File: src/rtl/voter_pkg.sv
// Shared definitions for the TMR voter: operating-mode encodings,
// one-hot channel indices and the miscompare counter width.
package voter_pkg;

  typedef enum logic [1:0] {
    MODE_TMR    = 2'b00,
    MODE_DUPLEX = 2'b01,
    MODE_FAILED = 2'b10
  } mode_e;

  // Channel bit positions in faulty_ch / ch_disabled.
  localparam int unsigned CH_A = 0;
  localparam int unsigned CH_B = 1;
  localparam int unsigned CH_C = 2;

  // One-hot channel masks.
  localparam logic [2:0] CH_A_OH = 3'b001;
  localparam logic [2:0] CH_B_OH = 3'b010;
  localparam logic [2:0] CH_C_OH = 3'b100;

  // Miscompare counters only need to reach FAULT_LIMIT (max 15).
  localparam int unsigned MISCMP_W = 4;

endpackage

File: src/rtl/voter_compare.sv
// Combinational compare stage: pairwise XOR equality, bitwise majority
// and lone-dissenter decode for three redundant channels.
module voter_compare
  import voter_pkg::*;
#(
  parameter int WIDTH = 32
) (
  input  logic [WIDTH-1:0] a_i,
  input  logic [WIDTH-1:0] b_i,
  input  logic [WIDTH-1:0] c_i,
  output logic             eq_ab_o,
  output logic             eq_bc_o,
  output logic             eq_ac_o,
  output logic             all_eq_o,
  output logic             all_diff_o,
  output logic [WIDTH-1:0] majority_o,
  output logic [2:0]       dissent_o
);

  // Pairwise equality: a pair matches when their XOR has no set bit.
  always_comb begin
    eq_ab_o    = ~|(a_i ^ b_i);
    eq_bc_o    = ~|(b_i ^ c_i);
    eq_ac_o    = ~|(a_i ^ c_i);
    all_eq_o   = eq_ab_o & eq_bc_o;
    all_diff_o = ~eq_ab_o & ~eq_bc_o & ~eq_ac_o;
    majority_o = (a_i & b_i) | (b_i & c_i) | (a_i & c_i);
  end

  // A channel is the lone dissenter when the other two agree and it does not.
  always_comb begin
    dissent_o = ({3{eq_bc_o & ~eq_ab_o}} & CH_A_OH)
              | ({3{eq_ac_o & ~eq_ab_o}} & CH_B_OH)
              | ({3{eq_ab_o & ~eq_bc_o}} & CH_C_OH);
  end

endmodule

File: src/rtl/tmr_voter_tracker.sv
// Two-stage TMR voter with fault tracking. Stage 1 registers the three
// channels; stage 2 votes, drives registered outputs and updates the
// per-channel miscompare counters, disable flags, mode FSM and error count.
module tmr_voter_tracker
  import voter_pkg::*;
#(
  parameter int WIDTH       = 32,
  parameter int FAULT_LIMIT = 4,
  parameter int CNT_W       = 8
) (
  input  logic             clock,
  input  logic             reset,
  input  logic             in_valid,
  input  logic [WIDTH-1:0] a,
  input  logic [WIDTH-1:0] b,
  input  logic [WIDTH-1:0] c,
  input  logic             clear_faults,
  output logic             out_valid,
  output logic [WIDTH-1:0] out,
  output logic             error_detected,
  output logic             invalid_output,
  output logic [2:0]       faulty_ch,
  output logic [2:0]       ch_disabled,
  output logic [1:0]       mode,
  output logic [CNT_W-1:0] err_count
);

  // A counter already at FAULT_LIMIT-1 that miscompares again reaches the limit.
  localparam logic [MISCMP_W-1:0] LIMIT_M1 = MISCMP_W'(FAULT_LIMIT - 1);

  // Stage 1
  logic             s1_valid_q;
  logic [WIDTH-1:0] a_q, b_q, c_q;

  // Compare results
  logic             eq_ab, eq_bc, eq_ac, all_eq, all_diff;
  logic [WIDTH-1:0] majority;
  logic [2:0]       dissent;

  // Tracker state
  mode_e                      mode_q, mode_d;
  logic [2:0]                 dis_q, dis_d;
  logic [2:0][MISCMP_W-1:0]   miscmp_q, miscmp_d;
  logic [CNT_W-1:0]           err_cnt_q, err_cnt_d;

  // Vote decode
  logic             pair_eq;
  logic [WIDTH-1:0] pair_value;
  logic [WIDTH-1:0] vote_value;
  logic             vote_err, vote_inv;
  logic [2:0]       vote_faulty;

  // Stage 2 output registers
  logic             out_valid_q;
  logic [WIDTH-1:0] out_q;
  logic             err_q, inv_q;
  logic [2:0]       faulty_q;

  // Stage-1 valid flag; reset flushes any sample waiting here.
  // NOTE: sequential state uses non-blocking (<=) so every register samples pre-edge values.
  always_ff @(posedge clock or posedge reset) begin
    if (reset) s1_valid_q <= 1'b0;
    else       s1_valid_q <= in_valid;
  end

  // Stage-1 channel capture.
  // NOTE: data registers carry no reset; s1_valid_q alone decides whether they are consumed.
  always_ff @(posedge clock) begin
    if (in_valid) begin
      a_q <= a;
      b_q <= b;
      c_q <= c;
    end
  end

  voter_compare #(.WIDTH(WIDTH)) u_compare (
    .a_i        (a_q),
    .b_i        (b_q),
    .c_i        (c_q),
    .eq_ab_o    (eq_ab),
    .eq_bc_o    (eq_bc),
    .eq_ac_o    (eq_ac),
    .all_eq_o   (all_eq),
    .all_diff_o (all_diff),
    .majority_o (majority),
    .dissent_o  (dissent)
  );

  // Mode FSM state register.
  always_ff @(posedge clock or posedge reset) begin
    if (reset) mode_q <= MODE_TMR;
    else       mode_q <= mode_d;
  end

  // Output decode: voted value and status for the sample in stage 2.
  // NOTE: every variable gets a default first so no path infers a latch.
  always_comb begin
    // In DUPLEX the vote uses the pair of channels that is still enabled.
    pair_eq    = eq_ab;
    pair_value = a_q;
    if (dis_q[CH_A]) begin
      pair_eq    = eq_bc;
      pair_value = b_q;
    end else if (dis_q[CH_B]) begin
      pair_eq    = eq_ac;
      pair_value = a_q;
    end

    vote_value  = out_q;
    vote_err    = 1'b0;
    vote_inv    = 1'b0;
    vote_faulty = '0;
    case (mode_q)
      MODE_TMR: begin
        vote_value = majority;
        if (all_diff) begin
          vote_err = 1'b1;
          vote_inv = 1'b1;
        end else if (!all_eq) begin
          vote_err    = 1'b1;
          vote_faulty = dissent;
        end
      end
      MODE_DUPLEX: begin
        if (pair_eq) begin
          vote_value = pair_value;
        end else begin
          vote_err = 1'b1;
          vote_inv = 1'b1;
        end
      end
      default: begin
        vote_err = 1'b1;
        vote_inv = 1'b1;
      end
    endcase
  end

  // Next-state decode for mode, disable flags, miscompare and error counters.
  always_comb begin
    mode_d    = mode_q;
    dis_d     = dis_q;
    miscmp_d  = miscmp_q;
    err_cnt_d = err_cnt_q;
    if (clear_faults) begin
      // Re-arm wins over whatever the stage-2 sample would have recorded.
      mode_d    = MODE_TMR;
      dis_d     = '0;
      miscmp_d  = '0;
      err_cnt_d = '0;
    end else if (s1_valid_q) begin
      if (vote_err && (err_cnt_q != {CNT_W{1'b1}})) err_cnt_d = err_cnt_q + 1'b1;
      case (mode_q)
        MODE_TMR: begin
          // A three-way split gives no majority to judge channels against.
          if (!all_diff) begin
            for (int i = 0; i < 3; i++) begin
              if (dissent[i]) begin
                if (miscmp_q[i] != {MISCMP_W{1'b1}}) miscmp_d[i] = miscmp_q[i] + 1'b1;
                if (miscmp_q[i] >= LIMIT_M1) begin
                  dis_d[i] = 1'b1;
                  mode_d   = MODE_DUPLEX;
                end
              end else begin
                miscmp_d[i] = '0;
              end
            end
          end
        end
        MODE_DUPLEX: begin
          if (pair_eq) begin
            for (int i = 0; i < 3; i++) begin
              if (!dis_q[i]) miscmp_d[i] = '0;
            end
          end else begin
            mode_d = MODE_FAILED;
          end
        end
        default: ;
      endcase
    end
  end

  // Tracker state registers.
  always_ff @(posedge clock or posedge reset) begin
    if (reset) begin
      dis_q     <= '0;
      miscmp_q  <= '0;
      err_cnt_q <= '0;
    end else begin
      dis_q     <= dis_d;
      miscmp_q  <= miscmp_d;
      err_cnt_q <= err_cnt_d;
    end
  end

  // Stage-2 output registers; hold on idle cycles except faulty_ch.
  always_ff @(posedge clock or posedge reset) begin
    if (reset) begin
      out_valid_q <= 1'b0;
      out_q       <= '0;
      err_q       <= 1'b0;
      inv_q       <= 1'b0;
      faulty_q    <= '0;
    end else begin
      out_valid_q <= s1_valid_q;
      faulty_q    <= s1_valid_q ? vote_faulty : 3'b000;
      if (s1_valid_q) begin
        out_q <= vote_value;
        err_q <= vote_err;
        inv_q <= vote_inv;
      end
    end
  end

  assign out_valid      = out_valid_q;
  assign out            = out_q;
  assign error_detected = err_q;
  assign invalid_output = inv_q;
  assign faulty_ch      = faulty_q;
  assign ch_disabled    = dis_q;
  assign mode           = mode_q;
  assign err_count      = err_cnt_q;

endmodule

File: config.mk
export PLATFORM = sky130hd
export DESIGN_NAME = tmr_voter_tracker
export DESIGN_NICKNAME = d
export VERILOG_FILES = /design/src/rtl/voter_pkg.sv /design/src/rtl/voter_compare.sv /design/src/rtl/tmr_voter_tracker.sv
export SDC_FILE = /design/constraint.sdc
export NUM_CORES = 1
export LEC_CHECK = 0
export CORE_ASPECT_RATIO = 0.5
export CORE_MARGIN = 3
export CORE_UTILIZATION = 48
export CTS_CLUSTER_SIZE = 14
export DETAILED_ROUTE_END_ITERATION = 8
export PLACE_DENSITY = 0.77
export SETUP_SLACK_MARGIN = 0.2
export SYNTH_ARGS = -nofsm -noshare
export SYNTH_HDL_FRONTEND = slang
export SYNTH_HIERARCHICAL = 1
export SYNTH_SLANG_ARGS = --single-unit
export TNS_END_PERCENT = 50
File: constraint.sdc
create_clock -name clock -period 2.68 [get_ports clock]
set_input_delay 0.268 -clock clock [delete_from_list [all_inputs] [get_ports clock]]
set_output_delay 0.268 -clock clock [all_outputs]
set_load 0.01 [all_outputs]
=== Word level (Yosys, flattened, before mapping) ===
Cells that the tools add are included.

* Logic and storage cells: 137
* Output and inout port bits: 51
* Register bits after elaboration: 160
* Input port bits: 100

* Bitwise gates (word level): 16
* Add/sub/neg operators: 4
* Mux-type cells: 53
* Reduce and logical (&&, ||, !) cells: 28
* Eq/ne operators: 16
* Magnitude comparators: 3

{| class="wikitable"
|+ Operator list
! operator !! number
|-
| $and 32x32->32 || 3
|-
| $reduce_or 32->1 || 3
|-
| $xor 32x32->32 || 3
|-
| $mux 32 || 2
|-
| $or 32x32->32 || 2
|-
| $pmux 32 s2 || 1
|-
| $mux 12 || 4
|-
| $mux 4 || 9
|-
| $mux 3 || 8
|-
| $mux 8 || 3
|-
| $ne 4x4->1 const B || 6
|-
| $pmux 12 s2 || 1
|-
| $mux 2 || 10
|-
| $reduce_bool 2->1 || 10
|-
| $ne 3x3->1 const B || 6
|-
| $reduce_and 6->1 || 3
|-
| $reduce_and 5->1 || 3
|-
| $add 4x1->4 const B || 3
|-
| $ge 4x2->1 const B || 3
|-
| $mux 1 || 12
|-
| $add 8x1->8 const B || 1
|-
| $ne 8x8->1 const B || 1
|-
| $and 1x1->1 || 6
|-
| $ne 2x2->1 const B || 2
|-
| other kinds (12) || 15
|}

=== Longest topological paths before layout ===
* Depth after elaboration: 15
* Depth in mapped cells: 10
* Depth with buffers taken out: 9

=== Cells and area by module ===
The synthesis kept the hierarchy.

{| class="wikitable"
|+ Modules (own cells, without submodules)
! module !! seq. area each (sq um) !! area an instance (sq um) !! cells an instance !! instances
|-
| tmr_voter_tracker || 4484.3 || 6612.6 || 490 || 1
|-
| voter_compare || 0.0 || 1641.6 || 166 || 1
|}

=== Worst setup path before layout ===
No wires, ideal clock.

* Path kind: reg-to-reg
* Start point: register b_q[16]
* End point: register err_cnt_q[2] (netlist: err_count[2])
* Setup time: 0.125 ns
* Arrival time: 2.649 ns
* Setup slack: -0.094 ns
* Required time: 2.555 ns
* Buffers on the path: 0
* Cell stages (with the launch flop): 10
* Period minus slack after synthesis: 2.774 ns
* Cell sequence: edfxtp_1 -> ha_1 -> nor4_1 -> nand4_1 -> nor2_1 -> nor3_1 -> or4b_1 -> o211a_1 -> nand3_1 -> mux2_2

* Word-level cells in the longest chain between the ends: 10
* Elaborated cells on any way between the ends: 18
* Those cells by class: mux: 6; bitwise: 5; reduce/logical: 7

{| class="wikitable"
|+ Ends and longest elaborated chain
! element !! line !! text
|-
| start, declared || tmr_voter_tracker.sv:33 || <nowiki>logic [WIDTH-1:0] a_q, b_q, c_q;</nowiki>
|-
| start signal, assigned || tmr_voter_tracker.sv:71 || <nowiki>b_q <= b;</nowiki>
|-
| $xor 32x32->32 * || voter_compare.sv:23 || <nowiki>eq_bc_o = ~|(b_i ^ c_i);</nowiki>
|-
| $reduce_or 32->1 * || voter_compare.sv:23 ||
|-
| $logic_not 1->1 * || voter_compare.sv:23 ||
|-
| named net eq_bc || tmr_voter_tracker.sv:36 || <nowiki>logic eq_ab, eq_bc, eq_ac, all_eq, all_diff;</nowiki>
|-
| $and 1x1->1 || voter_compare.sv:25 || <nowiki>all_eq_o = eq_ab_o & eq_bc_o;</nowiki>
|-
| $mux 1 || tmr_voter_tracker.sv:119 || <nowiki>end else if (!all_eq) begin</nowiki>
|-
| $mux 1 || tmr_voter_tracker.sv:116 || <nowiki>if (all_diff) begin</nowiki>
|-
| $pmux 1 s2 * || tmr_voter_tracker.sv:113 || <nowiki>case (mode_q)</nowiki>
|-
| $logic_and 1x1->1 * || tmr_voter_tracker.sv:152 || <nowiki>if (vote_err && (err_cnt_q != {CNT_W{1'b1}})) err_cnt_d = err_cnt_q + 1'b1;</nowiki>
|-
| $reduce_bool 2->1 (no line) * || n/a ||
|-
| $reduce_and 2->1 (no line) * || n/a ||
|-
| end signal, assigned || tmr_voter_tracker.sv:193 || <nowiki>err_cnt_q <= err_cnt_d;</nowiki>
|-
| end, declared || tmr_voter_tracker.sv:44 || <nowiki>logic [CNT_W-1:0] err_cnt_q, err_cnt_d;</nowiki>
|}

The timed path passes the listed nets; every way through them passes the cells marked *.
A chain may end at the register's enable or synchronous reset.

=== Worst setup path after layout ===
* Start point: register b_q[5]
* End point: register err_cnt_q[0] (netlist: err_count[0])

* Word-level cells in the longest chain between the ends: 10
* Elaborated cells on any way between the ends: 18
* Those cells by class: mux: 6; bitwise: 5; reduce/logical: 7

{| class="wikitable"
|+ Ends and longest elaborated chain
! element !! line !! text
|-
| $xor 32x32->32 * || voter_compare.sv:22 || <nowiki>eq_ab_o = ~|(a_i ^ b_i);</nowiki>
|-
| $reduce_or 32->1 * || voter_compare.sv:22 ||
|-
| $logic_not 1->1 * || voter_compare.sv:22 ||
|-
| named net eq_ab || tmr_voter_tracker.sv:36 ||
|-
| $mux 1 or $and 1x1->1 (tied branches) || tmr_voter_tracker.sv:104, voter_compare.sv:25 ||
|-
| $mux 1, on equally long branches || tmr_voter_tracker.sv:101, tmr_voter_tracker.sv:119 ||
|-
| $mux 1, on equally long branches || tmr_voter_tracker.sv:125, tmr_voter_tracker.sv:116 ||
|-
| $pmux 1 s2 * || tmr_voter_tracker.sv:113 ||
|-
| $logic_and 1x1->1 * || tmr_voter_tracker.sv:152 ||
|-
| $reduce_bool 2->1 (no line) * || n/a ||
|-
| $reduce_and 2->1 (no line) * || n/a ||
|}

Marks and branches as above.

==> metrics.md <==
| Metric | Value |
|---|---|
| Max-cap violation count | 0 |
| Gpl congestion | a little over 0.8 |
| Top FF cell, synth | edfxtp_1 |
| Vias post-DR | about 6,300 |
| Congestion Overflow GR | 0 |
| First-pass iteration count of the detailed router | 5 |
| Core area | between 15,000 and 20,000 sq um |
| Post-Route WL | between 20,000 and 25,000 microns |
| Critical setup path kind | flop to flop |
| Synthesized Nets | 856 |
| Die area | roughly 19,000 sq um |
| Largest net degree at the start of global routing | 65 |
| Final hold violation count | 0 |
| Setup WS post-layout | -0.3030 ns |
| Post-synth ARST share | 40.00% |
| Initial cell density of the core | 49.73% |
| Worst Path Required | roughly 3.0 ns |
| Clock slew at reported path FFs | roughly 0.070 ns |
| Max-slew headroom | a little over 60% |
| Mapped Area | between 8000 and 9000 sq um |
| Inst Count DP | ~1,100 |
| Root buffer cell | clkbuf_16 |
| Crit share post-route | 111.3% |
| Peak supply drop | roughly 0.00050 V |
| CTS tree | built |
| Syn Inst Count | 656 |
| Yosys Warn Count | 6 |
| Rows | 33 |
| Remaining DRCs | 0 |
| Length in cells of the worst reg-to-reg path | 13 |
| IO buf count | 150 |
| Number of global-route vias before repair | about 6,600 |
| Arr. time, crit path | ~3.3 ns |
| Max frequency | 335.2 MHz |
| Setup TNS | -10.82 ns |
| Uppermost routed layer | met4 |
| Violated checks | negative setup slack |
| Layout cells sized above 1 | 21.06% |
| Synth Area per Inst | between 10 and 15 sq um |
| Initial antenna violation count | 0 |
| Register area | about 4500 sq um |
| Status | finished with violations |
| M1 WL | 8609 microns |
| Finish-stage setup viols | 55 |
| Pwr dens | between 500 and 600 nW/um^2 |
| Non-Filler Instances | between 1,000 and 1,500 |
| Area Growth Syn to Fin | 42.58% |
| Seq/Total Area, Yosys | between 50% and 60% |
| Cell variety after synth | 46 |
| Static leakage | 4.830 nW |
| Tot Pwr | between 6 and 7 mW |
| TritonCTS buffer count | 17 |
| Worst-path fanout max | 5 |
| DR WL/cell | ~19 microns |
| Iter 0 DRT Violations | 365 |
| Die span in y | 98.73 microns |
| Hold depth | 1 |
| CTS Sinks | 160 |
| Tmin final | about 3.0 ns |
| Hold_buf cts | 0 |
| Chip Width | about 190 microns |
| DR vias/cell | 5.578 |
| Pins Over Slew Limit | 0 |
| Seq cells post-synth | 160 |
| Hold_ws | 0.2301 ns |
| Filler instances | 1,091 |
| HP Class | primary input to flop |
| I/O pin cnt | roughly 150 |
| Clock Skews | between 0.01 and 0.015 ns |
| Metal2 WL | roughly 11,000 microns |
| Post-synth EDFFs | 96 |
| Worst-Skew Late Latency | about 0.43 ns |
| Unrepaired setup endpoints after global routing | true |
| Gr usage total | between 20 and 25% |
| Clk buf depth | 2 |
| Dpl hpwl | between 10,000 and 15,000 microns |
| Actual slew at the worst max-slew pin | 0.5724 ns |
| Ant. Diodes | 0 |
| Routed Antenna Nets | 0 |
| Crit. End Element | flop |
| H-tree Lvls | 4 |
| First-pass GRT wire length | ~33,000 microns |
| Final #Nets | around 1,100 |
| CP startpoint kind | flop |
| Multi-input gate area | a little under 4000 sq um |
| Met3 wire length | 981 microns |
-- repair_timing --
item / 4_1_cts / 5_1_grt
gates cloned: 0 / 4
setup buffers: 24 / 11
endpoints found under the setup margin: 62 / 62
gates resized for setup: 52 / 39
pin swaps: 29 / 29
-- sequential cells by signal, indices dropped and copies added (netlist names) --
register        count
s1_valid_q          1
out                32
ch_disabled         3
mode                2
a_q                32
miscmp_q           12
invalid_output      1
out_valid           1
err_count           8
error_detected      1
c_q                32
b_q                32
faulty_ch           3
-- stage by stage --
step	setup WS [ns]	util, %	area, sq um
after detailed placement	-0.4738	62.45	10370
after global placement	-0.3603	62.45	10370
after floorplan	0.05053	-	8295
final	-0.3030	70.90	11770
after global routing	-0.4627	70.90	11770
after CTS	-0.2968	68.58	11380
-- final timing paths --
path | slack, ns | end | start
setup / recovery | -0.30 | err_count[0]$_DFFE_PP0P_ | b_q[5]$_DFFE_PP_
hold / removal | 0.23 | s1_valid_q$_DFF_PP0_ | in_valid
setup reg to reg | -0.30 | err_count[0]$_DFFE_PP0P_ | b_q[5]$_DFFE_PP_
hold reg to reg | 0.51 | out[11]$_DFFE_PP0P_ | out[11]$_DFFE_PP0P_
max in group asynchronous | 2.11 | ch_disabled[0]$_DFFE_PP0P_ | reset
min in group asynchronous | 0.25 | out[21]$_DFFE_PP0P_ | reset
-- final cells by class --
cell class / count / share of cell area, %
flip-flops and latches: 160 / 38.11
clock inverters: 14 / 1.042
multi-input cells: 434 / 33.71
clock buffers: 18 / 3.647
well taps: 227 / 2.413
inverters: 40 / 1.276
repair buffers: 236 / 19.80
-- logic make-up (layout without fill, tap and decap cells) --
family	after synthesis	after routing	synth area share [%]
and+or+nand+nor	177	177	11.91
adders and majority gates	100	100	15.16
DFF	160	160	54.33
muxes	69	69	8.489
AOI/OAI and AO/OA	88	88	6.897
buffers and inverters	62	308	3.214
-- metal layers --
layer,global-route usage (%),vias to the layer above
met5,0,-
met4,8.451,0
met3,4.478,53
met2,40.18,203
met1,26.01,3085
li1,-,2957
-- cell usage in the layout, fill, tap and decap left out, types with 4 or more instances in the layout --
cell             count
clkdlybuf4s50_1    149
a21oi_2              6
clkbuf_16           20
clkinv_4             5
nor2b_1              6
nand4_1             11
buf_4               58
nor4_2              16
nor2_1              41
inv_6                6
nand3_1              9
o211ai_1             6
buf_12               4
nor4_4               6
or3_1               36
a21oi_1             38
and2_1               5
o21ai_0              6
inv_1               39
edfxtp_1            96
o31ai_1              4
nand2_1             10
nor4_1               7
ha_1                93
mux2i_1             64
nor3_1               4
nor3_4               5
ha_4                 7
buf_6               22
dfrtp_1             63
-- cells in the mapped netlist (4+ instances only) --
cell,instances,area [sq um]
a21oi_1,45,225.2
nand2_1,10,37.54
nand3_1,10,50.05
edfxtp_1,96,2883
mux2i_1,64,640.6
nor2b_1,6,37.54
and2_1,5,31.28
o211ai_1,6,45.04
nor4_1,27,168.9
ha_1,100,1251
o31ai_1,5,37.54
dfrtp_1,64,1602
nor3_1,10,50.05
or4_1,6,45.04
o21ai_0,10,50.05
inv_1,40,150.1
or3_1,36,225.2
nand4_1,11,68.82
mux2_2,4,45.04
a311oi_1,5,43.79
nor2_1,44,165.2
clkbuf_1,9,33.78
buf_4,5,37.54
buf_2,5,25.02
-- power by group --
| group | switching (mW) | internal (mW) | leakage, nW |
|---|---|---|---|
| Sequential | 0.158 | 2.85 | 1.73 |
| Combinational | 0.492 | 0.637 | 2.83 |
| Clock | 1.08 | 1.22 | 0.265 |
| Total | 1.73 | 4.70 | 4.83 |
-- critical path, cell delays in order (launching register included) --
cell and delay (ns):
edfxtp_1 0.41, buf_6 0.14, ha_4 0.22, nor4_4 0.29, buf_4 0.15, nand4_1 0.12
buf_6 0.17, nor2_4 0.18, nor3_4 0.07, or4b_4 0.55, o211ai_1 0.18, buf_4 0.20
o21ai_1 0.06, a21oi_1 0.15
Note: power is estimated with default switching activity, not from simulation.
